[src/rtl/rr_pipe_arbiter.sv]
// Round-robin N:1 arbiter feeding a single registered output stage.
// A requester is accepted when it holds the grant and the output slot is free or draining.
module rr_pipe_arbiter #(
  parameter int unsigned data_width = 8,
  parameter int unsigned num_req    = 4
) (
  input  logic                            clk,
  input  logic                            rst_n,
  input  logic [num_req-1:0]              in_valid,
  input  logic [num_req*data_width-1:0]   in_data,
  output logic [num_req-1:0]              in_ready,
  output logic                            out_valid,
  output logic [data_width-1:0]           out_data,
  output logic [$clog2(num_req)-1:0]      out_id,
  input  logic                            out_ready,
  output logic [15:0]                     xfer_count
);

  localparam int unsigned IdW = $clog2(num_req);

  logic                  out_valid_q, out_valid_d;
  logic [data_width-1:0] out_data_q, out_data_d;
  logic [IdW-1:0]        out_id_q, out_id_d;
  logic [IdW-1:0]        rr_ptr_q, rr_ptr_d;
  logic [15:0]           count_q, count_d;

  logic                  can_load;
  logic                  found;
  logic                  xfer;
  logic [IdW-1:0]        idx;
  logic [IdW-1:0]        grant_id;
  logic [num_req-1:0]    grant;
  logic [data_width-1:0] grant_word;

  assign can_load = ~out_valid_q | out_ready;

  // Scan requesters starting at rr_ptr, wrapping modulo num_req; first valid one wins.
  always_comb begin
    grant    = '0;
    grant_id = '0;
    found    = 1'b0;
    idx      = '0;
    for (int unsigned k = 0; k < num_req; k++) begin
      idx = IdW'((32'(rr_ptr_q) + k) % num_req);
      if (!found && in_valid[idx]) begin
        found       = 1'b1;
        grant[idx]  = 1'b1;
        grant_id    = idx;
      end
    end
  end

  always_comb begin
    grant_word = '0;
    for (int unsigned i = 0; i < num_req; i++) begin
      if (grant[i]) begin
        grant_word = in_data[i*data_width +: data_width];
      end
    end
  end

  assign in_ready = can_load ? grant : '0;
  assign xfer     = |in_ready;

  always_comb begin
    out_valid_d = out_valid_q;
    out_data_d  = out_data_q;
    out_id_d    = out_id_q;
    rr_ptr_d    = rr_ptr_q;
    count_d     = count_q;
    if (xfer) begin
      // A load also covers the simultaneous drain of the previous word.
      out_valid_d = 1'b1;
      out_data_d  = grant_word;
      out_id_d    = grant_id;
      rr_ptr_d    = (grant_id == IdW'(num_req - 1)) ? '0 : grant_id + 1'b1;
      count_d     = count_q + 16'd1;
    end else if (out_ready) begin
      out_valid_d = 1'b0;
    end
  end

  always_ff @(posedge clk) begin
    if (!rst_n) begin
      out_valid_q <= 1'b0;
      out_data_q  <= '0;
      out_id_q    <= '0;
      rr_ptr_q    <= '0;
      count_q     <= '0;
    end else begin
      out_valid_q <= out_valid_d;
      out_data_q  <= out_data_d;
      out_id_q    <= out_id_d;
      rr_ptr_q    <= rr_ptr_d;
      count_q     <= count_d;
    end
  end

  assign out_valid  = out_valid_q;
  assign out_data   = out_data_q;
  assign out_id     = out_id_q;
  assign xfer_count = count_q;

endmodule

[config.mk]
export PLATFORM = sky130hd
export DESIGN_NAME = rr_pipe_arbiter
export DESIGN_NICKNAME = d
export VERILOG_FILES = /design/src/rtl/rr_pipe_arbiter.sv
export SDC_FILE = /design/constraint.sdc
export NUM_CORES = 1
export LEC_CHECK = 0
export BUFFER_PORTS_ARGS = -buffer_cell sky130_fd_sc_hd__buf_2
export CAP_MARGIN = 20
export CELL_PAD_IN_SITES_DETAIL_PLACEMENT = 0
export CELL_PAD_IN_SITES_GLOBAL_PLACEMENT = 2
export CORE_ASPECT_RATIO = 1.5
export CORE_MARGIN = 5
export CORE_UTILIZATION = 26
export CTS_BUF_LIST = sky130_fd_sc_hd__clkbuf_2 sky130_fd_sc_hd__clkbuf_4 sky130_fd_sc_hd__clkbuf_8
export CTS_CLUSTER_DIAMETER = 80
export CTS_CLUSTER_SIZE = 16
export DETAILED_ROUTE_END_ITERATION = 10
export GPL_TIMING_DRIVEN = 0
export PLACE_DENSITY_LB_ADDON = 0.1
export SLEW_MARGIN = 5
export SYNTH_ARGS = -nofsm -noshare
export SYNTH_HDL_FRONTEND = slang
export SYNTH_SLANG_ARGS = --single-unit
[constraint.sdc]
create_clock -name clk -period 3.5 [get_ports clk]
set_clock_uncertainty 0.1 [all_clocks]
set_input_delay 0.35 -clock clk [delete_from_list [all_inputs] [get_ports clk]]
set_output_delay 0.35 -clock clk [all_outputs]
set_load 0.01 [all_outputs]
# == After elaboration in Yosys (flattened, before gate mapping) ==
# Index checks and enable logic that the tools add are counted.
# classes
n_reduce_logical,12
eq_ne,1
magnitude_cmp,8
mux,35
n_addsub,5
bitwise,5
# op_table
operator,count
2-to-1 mux 8 bit,4
2-to-1 mux 4 bit,5
"adder 16 x 1 -> 16 bit, second input constant",1
2-to-1 mux 1 bit,13
"< comparator 2 x 3 -> 1 bit, second input constant",4
OR 4 bit,3
2-to-1 mux 2 bit,5
binary-select mux 1 bit (select 2 bit),4
demux 1 bit (select 2 bit),4
">= comparator 2 x 1 -> 1 bit, second input constant",4
logical AND 1 bit,7
"adder 2 x 1 -> 2 bit, second input constant",2
"adder 2 bit, second input constant",2
OR reduction 4 bit,1
logical NOT 1 bit,3
"equality test 2 bit, second input constant",1
nonzero test 2 bit,1
inverter 1 bit,1
OR 1 bit,1
# word_totals
out_inout_bits,31
regBits,29
input_bits,39

# == Longest topological paths before layout ==
# Gate-level depths: netlist of the first run.
# logic_depth
word_depth,16
mapped_depth,15
mapped_depth_nobuf,9

# == Worst setup path before layout of the first run ==
# No wires, ideal clock.
# synth_path
path_type,register to register
from,reg (tool-made name)
to,"reg count_q[6], in the netlist xfer_count[6]"
setup_ps,72
n_path_buf,5
synth_period_minus_slack_ps,3831
t_arrival_ps,3660
required_ps,3328
path_stages_with_launch,15
slack_ps,-331
path_cell_list,dfxtp_1 -> buf_2 -> clkbuf_1 -> inv_1 -> ha_1 -> clkbuf_1 -> mux4_2 -> nor4b_4 -> nand2_1 -> o2111a_1 -> buf_6 -> a41o_1 -> buf_6 -> or4_1 -> a21oi_1
# synth_rtl
item,line,source
end signal: assignment,95,count_q <= count_d;
end: declaration,25,"logic [15:0] count_q, count_d;"

==> results.txt, run 1 <==
----------------------------------------------------
[Route]
  Met1 wire length ... 3060 um
  Amount of wire on met2 after detailed routing ... 3400 um
  DRC violations left ... 0
  Iter 0 DRT Violations ... 76
  DR vias ... 2212
  Routed wire length per instance ... 15.9 um
  Uppermost routed layer ... met4
  Met3 routed wirelength ... 458 um
  Via density per instance ... 4.98
  ANT nets after route ... 0
  WL final ... 7040 um
  Length of the first detailed-routing pass in iterations ... 4

[Setup path]
  Path type of the worst setup path ... flop to flop
  Max FO, Critical Path ... 10
  Startpoint type of the worst setup path ... flop
  Crit path arrival time ... 3.43 ns
  Data required, critical path ... 3.61 ns
  Kind of capture point of the worst setup path ... flop

[Timing]
  Setup WS post-layout ... 0.182 ns
  Max-slew violation total from the final report ... 0
  Setup total negative slack ... 0 ns
  Count of final setup violators ... 0
  Slew at the pin closest to its max-slew limit ... 0.701 ns
  Fraction of the cycle the final worst path needs ... 0.948
  Rel. slew slack ... 0.532
  Final worst path period need ... 3.32 ns
  Peak Freq ... 301 MHz
  Worst hold margin ... 0.236 ns
  Unrepaired setup endpoints after global routing ... false
  Count of final hold-check violations ... 0

[Power and ir drop]
  Areal power density over the cells ... 831 nW/um^2
  Static leakage ... 1.11 nW
  Max VDD drop ... 0.000374 V

[Placement]
  Count of buffers inserted at the top-level ports ... 68
  Placed Instance Area ... 2510 sq um
  Routability congestion estimate from global placement ... 0.731
  Final HPWL DP ... 5210 um
  Setup Slack @ Placement ... -0.713 ns
  Cell count after placement ... 430

[Cells and area]
  Area growth from synthesis to layout ... 33.6%
  Finished layout cell area ... 2730 sq um
  Layout cell share with drive strength beyond 1 ... 0.327
  Number of filler instances in the final layout ... 870
  Number of cells in the finished layout apart from fillers ... 444
  # diodes ... 0
  Total Nets Final ... 387

[Synthesis]
  Area share of the largest cell type after synthesis ... 0.285
  Part of the Yosys area used for sequential elements ... 0.285
  Flop and latch count out of synthesis ... 29
  Most used flip-flop cell after synthesis ... sky130_fd_sc_hd__dfxtp_1
  Most area-hungry cell type in the Yosys netlist ... sky130_fd_sc_hd__dfxtp_1
  Synthesized netlist net count ... 306
  Post-synth EDFFs ... 0
  Post-synthesis cell type count ... 48
  Biggest area contributors in the synthesized netlist ... sky130_fd_sc_hd__dfxtp_1, sky130_fd_sc_hd__a21oi_1, sky130_fd_sc_hd__o21ai_0, sky130_fd_sc_hd__mux4_2, sky130_fd_sc_hd__ha_1
  Gate Count Post-Synth ... 260
  Synthesis warning total ... 0
  Synthesized cell area ... 2040 sq um
  Mean area per synthesized cell ... 7.84 sq um
  Async SR Flop Fraction ... 0

[Flow run]
  Maximum Capacitance Violations ... 0

[GRT]
  Overall global routing resource usage ... 0.148
  Global-route wire length before repair ... 11300 um
  Number of global-route vias before repair ... 2258
  Pin count of the biggest net entering global routing ... 11
  Initial antenna violation count ... 0
  Leftover overflow at the end of global routing ... 0

[Floorplanning]
  Die area ... 9750 sq um
  Area of the core ... 7660 sq um
  Starting density of the core ... 0.266
  Die Wd ... 82.3 um
  Site Rows ... 39
  Die H ... 118 um
  Number of top-level pins ... 70

[CTS]
  Buffers from clock root to sink, at most ... 2
  Clock transition time at the flip-flop clock pins of the worst setup and hold paths ... 0.07 ns
  Number of buffers added by the clock tree synthesis step ... 5
  TritonCTS clock tree ... yes
  Number of sinks driven by the clock tree ... 29
  Number of levels in the clock H-tree ... 2
  Clock insertion delay at the later pin of the skew report ... 0.28 ns
  Master cell of the clock root buffer ... sky130_fd_sc_hd__clkbuf_8

[Outcome]
  Status ... completed

[Hold path]
  Hold/Removal Path Class ... input pin to flop

----------------------------------------------------
[state kept, by name, summed over array words and instances, names as in the netlist, named ones only]
signal / cells
out_valid: 1
rr_ptr_q: 1
xfer_count: 16
out_data: 8
out_id: 2
[stage by stage]
stage / utilization / total power (W)
global placement: 0.328 / 0.00188
detailed placement: 0.328 / 0.00186
global route: 0.356 / 0.00246
CTS: 0.353 / 0.00228
finish: 0.356 / 0.00227
floorplan: - / 0.00140
[worst paths after layout]
path / startpoint / endpoint / slack, ns / depth (start not counted)
worst max register to register: flop / xfer_count[6] / 0.18 / 12
worst min-delay path: rst_n / out_data[0] / 0.24 / 3
worst min register to register: xfer_count[15] / xfer_count[15] / 0.38 / 2
worst max-delay path: flop / xfer_count[6] / 0.18 / 12
[area by class of cell]
type	count	area, sq um	area share
multi-input cells	195	1340	0.491
clock buffers	6	76.3	0.0280
flip-flops and latches	29	588	0.216
clock inverters	2	10.0	0.00367
inverters	15	60.1	0.0220
well taps	102	128	0.0468
plain buffers	18	118	0.0432
repair buffers	77	408	0.150
[cells in the final DEF (no fill, tap or decap), types with 4 or more instances in the layout]
master | netlist | routed
sky130_fd_sc_hd__nor3_1 | 4 | 4
sky130_fd_sc_hd__buf_2 | 7 | 73
sky130_fd_sc_hd__a21oi_1 | 35 | 34
sky130_fd_sc_hd__o21ai_1 | 6 | 6
sky130_fd_sc_hd__nor3b_1 | 9 | 8
sky130_fd_sc_hd__nor2_1 | 12 | 11
sky130_fd_sc_hd__o21ai_0 | 18 | 18
sky130_fd_sc_hd__buf_4 | 0 | 9
sky130_fd_sc_hd__inv_1 | 14 | 13
sky130_fd_sc_hd__clkbuf_1 | 10 | 5
sky130_fd_sc_hd__or3_1 | 8 | 8
sky130_fd_sc_hd__nand3_1 | 8 | 8
sky130_fd_sc_hd__o31ai_1 | 5 | 5
sky130_fd_sc_hd__and2_1 | 5 | 5
sky130_fd_sc_hd__mux4_2 | 4 | 4
sky130_fd_sc_hd__nand2_1 | 22 | 22
sky130_fd_sc_hd__clkbuf_8 | 0 | 5
sky130_fd_sc_hd__ha_1 | 7 | 6
sky130_fd_sc_hd__dfxtp_1 | 29 | 27
sky130_fd_sc_hd__o221ai_1 | 9 | 9
[cell families (layout without fill, tap and decap cells)]
family	count (synthesis)	count (layout)	share of synthesized area
mux	8	8	0.0650
fa+ha+maj	7	7	0.0429
simple gates	88	88	0.241
xor+xnor	2	2	0.00859
buf+inv	36	118	0.0785
compound gates	90	90	0.279
flops	29	29	0.285
[power breakdown]
part	internal, W	switching [W]
registers	0.000409	0.0000614
clock network	0.000145	0.000134
logic	0.000627	0.000890
total	0.00118	0.00108
[synthesized netlist by cell type (all sizes together), types with 3 or more instances]
cell / count
a21oi: 35
dfxtp: 29
o21ai: 24
nand2: 22
inv: 14
nor2: 12
clkbuf: 11
buf: 10
nor3b: 9
o221ai: 9
nand3: 8
or3: 8
ha: 7
and2: 5
o31ai: 5
mux4: 4
nor3: 4
or4: 4
nand4: 3
o2111a: 3
o21a: 3
[worst max-delay path, cell delays in order, from the launching register on]
cell and delay (ns):
sky130_fd_sc_hd__dfxtp_4 0.36, sky130_fd_sc_hd__clkbuf_16 0.15, sky130_fd_sc_hd__clkinvlp_4 0.10, sky130_fd_sc_hd__ha_4 0.32, sky130_fd_sc_hd__mux4_2 0.37, sky130_fd_sc_hd__nor4b_4 0.39
sky130_fd_sc_hd__nand2_1 0.09, sky130_fd_sc_hd__o2111a_1 0.14, sky130_fd_sc_hd__buf_6 0.14, sky130_fd_sc_hd__a41o_1 0.27, sky130_fd_sc_hd__buf_6 0.15, sky130_fd_sc_hd__or4_1 0.50
sky130_fd_sc_hd__a21oi_1 0.15
[per-layer routing]
metal	up-vias	GRT usage
met4	0	0.0343
met5	-	0
met1	1014	0.187
met3	7	0.0495
met2	70	0.240
li1	1121	-
[timing repair]
| item | CTS | global route |
|---|---|---|
| pin swaps | 2 | 6 |
| gates resized for setup | 15 | 8 |
| hold buffers | 0 | 0 |
| endpoints found under the setup margin | 33 | 27 |
| buffers inserted | 6 | 3 |
Power figures use the tool's default switching activity.
==> inputs of run 2 (changes only) <==
Settings changed: PLACE_DENSITY set to 0.89, PLACE_DENSITY_LB_ADDON 0.1 to not set.
==> results.txt, run 2 (synthesized netlist as in run 1, its figures left out) <==
----------------------------------------------------
[Setup path]
  Worst flop-to-flop path startpoint ... rr_ptr_q[1]
  Launching element of the worst setup path ... rr_ptr_q[1]
  Data required, critical path ... 3.61 ns (about the same)
  Path type of the worst setup path ... flop to flop (unchanged)
  Kind of capture point of the worst setup path ... flop (unchanged)
  Startpoint type of the worst setup path ... flop (unchanged)
  Crit path arrival time ... 3.48 ns (was 3.43 ns)
  Max FO, Critical Path ... 10 (unchanged)

[Route]
  WL final ... 6600 um (was 7040 um)
  Length of the first detailed-routing pass in iterations ... 4 (unchanged)
  DR vias ... 2283 (was 2212)
  Routed wire length per instance ... 14.9 um (was 15.9 um)
  Iter 0 DRT Violations ... 128 (was 76)
  ANT nets after route ... 0 (unchanged)
  Via density per instance ... 5.15 (was 4.98)
  DRC violations left ... 0 (unchanged)

[Placement]
  Placed Instance Area ... 2510 sq um (unchanged)
  Final HPWL DP ... 4920 um (was 5210 um)
  Count of buffers inserted at the top-level ports ... 68 (unchanged)
  Routability congestion estimate from global placement ... 0.781 (was 0.731)

[Cells and area]
  # diodes ... 0 (unchanged)
  Total Nets Final ... 386 (was 387)
  Most frequent standard cell in the layout excluding fill and tap cells ... sky130_fd_sc_hd__buf_2 (unchanged)
  Max FFs per register ... 16 (unchanged)
  Layout cell share with drive strength beyond 1 ... 0.326 (was 0.327)
  Area growth from synthesis to layout ... 33.9% (was 33.6%)
  Most frequent cells in the layout ... sky130_fd_sc_hd__buf_2, sky130_fd_sc_hd__a21oi_1, sky130_fd_sc_hd__dfxtp_1 (unchanged)
  Finished layout cell area ... 2730 sq um (about the same)

[Power and ir drop]
  Proportion of power drawn by flip-flops and latches ... 0.211 (was 0.208)
  Clk pwr share ... 0.127 (was 0.123)
  Static leakage ... 1.10 nW (was 1.11 nW)
  Sw power ... 0.00104 W (was 0.00108 W)
  Combinational Power Share ... 0.662 (was 0.669)
  Max VDD drop ... 0.000444 V (was 0.000374 V)
  Cell-internal power ... 0.00120 W (was 0.00118 W)
  Power, Total ... 0.00224 W (was 0.00227 W)
  Areal power density over the cells ... 821 nW/um^2 (was 831 nW/um^2)
  Switching portion of total power ... 0.465 (was 0.479)

[Floorplanning]
  Die H ... 118 um (unchanged)
  Area of the core ... 7660 sq um (unchanged)
  Number of top-level pins ... 70 (unchanged)
  Die area ... 9750 sq um (unchanged)
  Die Wd ... 82.3 um (unchanged)
  Starting density of the core ... 0.266 (unchanged)
  Site Rows ... 39 (unchanged)

[Timing]
  Count of final setup violators ... 0 (unchanged)
  Peak Freq ... 297 MHz (was 301 MHz)
  Count of final hold-check violations ... 0 (unchanged)
  Rel. slew slack ... 0.531 (was 0.532)
  Final worst path period need ... 3.37 ns (was 3.32 ns)
  Worst hold margin ... 0.238 ns (was 0.236 ns)
  Fraction of the cycle the final worst path needs ... 0.963 (was 0.948)
  Max-slew violation total from the final report ... 0 (unchanged)
  Slew at the pin closest to its max-slew limit ... 0.702 ns (was 0.701 ns)

[CTS]
  Master cell of the clock root buffer ... sky130_fd_sc_hd__clkbuf_8 (unchanged)
  Number of levels in the clock H-tree ... 2 (unchanged)
  CTS Hold Buffers Added ... 0 (unchanged)
  TritonCTS clock tree ... yes (unchanged)
  Number of sinks driven by the clock tree ... 29 (unchanged)
  Number of buffers added by the clock tree synthesis step ... 5 (unchanged)
  Clock insertion delay at the later pin of the skew report ... 0.27 ns (was 0.28 ns)
  Clock transition time at the flip-flop clock pins of the worst setup and hold paths ... 0.06 ns (was 0.07 ns)
  Buffers from clock root to sink, at most ... 2 (unchanged)

[Flow run]
  Maximum Capacitance Violations ... 0 (unchanged)

[Hold path]
  Min-Delay Startpoint ... rst_n (unchanged)
  Hold/Removal Path Class ... input pin to flop (unchanged)

[GRT]
  Number of global-route vias before repair ... 2251 (was 2258)
  Initial antenna violation count ... 0 (unchanged)
  Global-route wire length before repair ... 10800 um (was 11300 um)
  Pin count of the biggest net entering global routing ... 11 (unchanged)
  Overall global routing resource usage ... 0.138 (was 0.148)
  Leftover overflow at the end of global routing ... 0 (unchanged)

[Outcome]
  Status ... completed (unchanged)

----------------------------------------------------
-- run 2: stage by stage --
stage,TNS (ns),util,std cells,setup slack [ns]
finish,0,0.357,443,0.128
global route,-0.00119,0.357,443,-0.00118
CTS,0,0.348,440,0.0426
detailed placement,-12.90,0.328,430,-0.569
global placement,-11.48,0.328,430,-0.534
floorplan,0,-,260,0.0262
-- run 2: routing by layer --
layer  GRT usage  share of wire  vias to the layer above
li1            -              -                     1120
met1       0.176           0.42                     1073
met2       0.228           0.51                       82
met3      0.0312          0.056                        8
met4      0.0405          0.011                        0
met5           0              0                        -
-- run 2: layout make-up --
class                   instances  area (sq um)
plain buffers                  19           123
clock buffers                   8          91.3
fillers                       838          4930
inverters                      15          60.1
multi-input cells             195          1350
flip-flops and latches         29           588
well taps                     102           128
repair buffers                 75           390
-- run 2: critical path, stage by stage, from the launching register on --
cell and delay (ns):
sky130_fd_sc_hd__dfxtp_4 0.38, sky130_fd_sc_hd__buf_8 0.14, sky130_fd_sc_hd__inv_1 0.08, sky130_fd_sc_hd__ha_4 0.27, sky130_fd_sc_hd__clkbuf_8 0.15, sky130_fd_sc_hd__mux4_2 0.37, sky130_fd_sc_hd__nor4b_4 0.41, sky130_fd_sc_hd__nand2_1 0.09
sky130_fd_sc_hd__o2111a_1 0.17, sky130_fd_sc_hd__buf_6 0.14, sky130_fd_sc_hd__a41o_4 0.23, sky130_fd_sc_hd__buf_6 0.13, sky130_fd_sc_hd__or4_1 0.51, sky130_fd_sc_hd__a21oi_2 0.14
-- run 2: repair_timing --
item	CTS	global route
pin swaps	1	4
endpoints found under the setup margin	33	27
cloned	0	1
setup buffers	3	3
gates resized for setup	12	13
-- run 2: worst paths after layout --
check / end / slack, ns / cells after the start
worst max-delay path: xfer_count[6] / 0.13 / 13
worst min-delay path: out_data[0] / 0.24 / 3
worst max register to register: xfer_count[6] / 0.13 / 13
worst min register to register: xfer_count[15] / 0.38 / 2
-- run 2: power by group through the flow --
stage	Sequential [W]	Combinational (W)	Clock, W
finish	0.000473	0.00149	0.000284
global route	0.000485	0.00166	0.000315
CTS	0.000459	0.00141	0.000294
detailed placement	0.000464	0.00134	0
global placement	0.000464	0.00133	0
floorplan	0.000481	0.000921	0
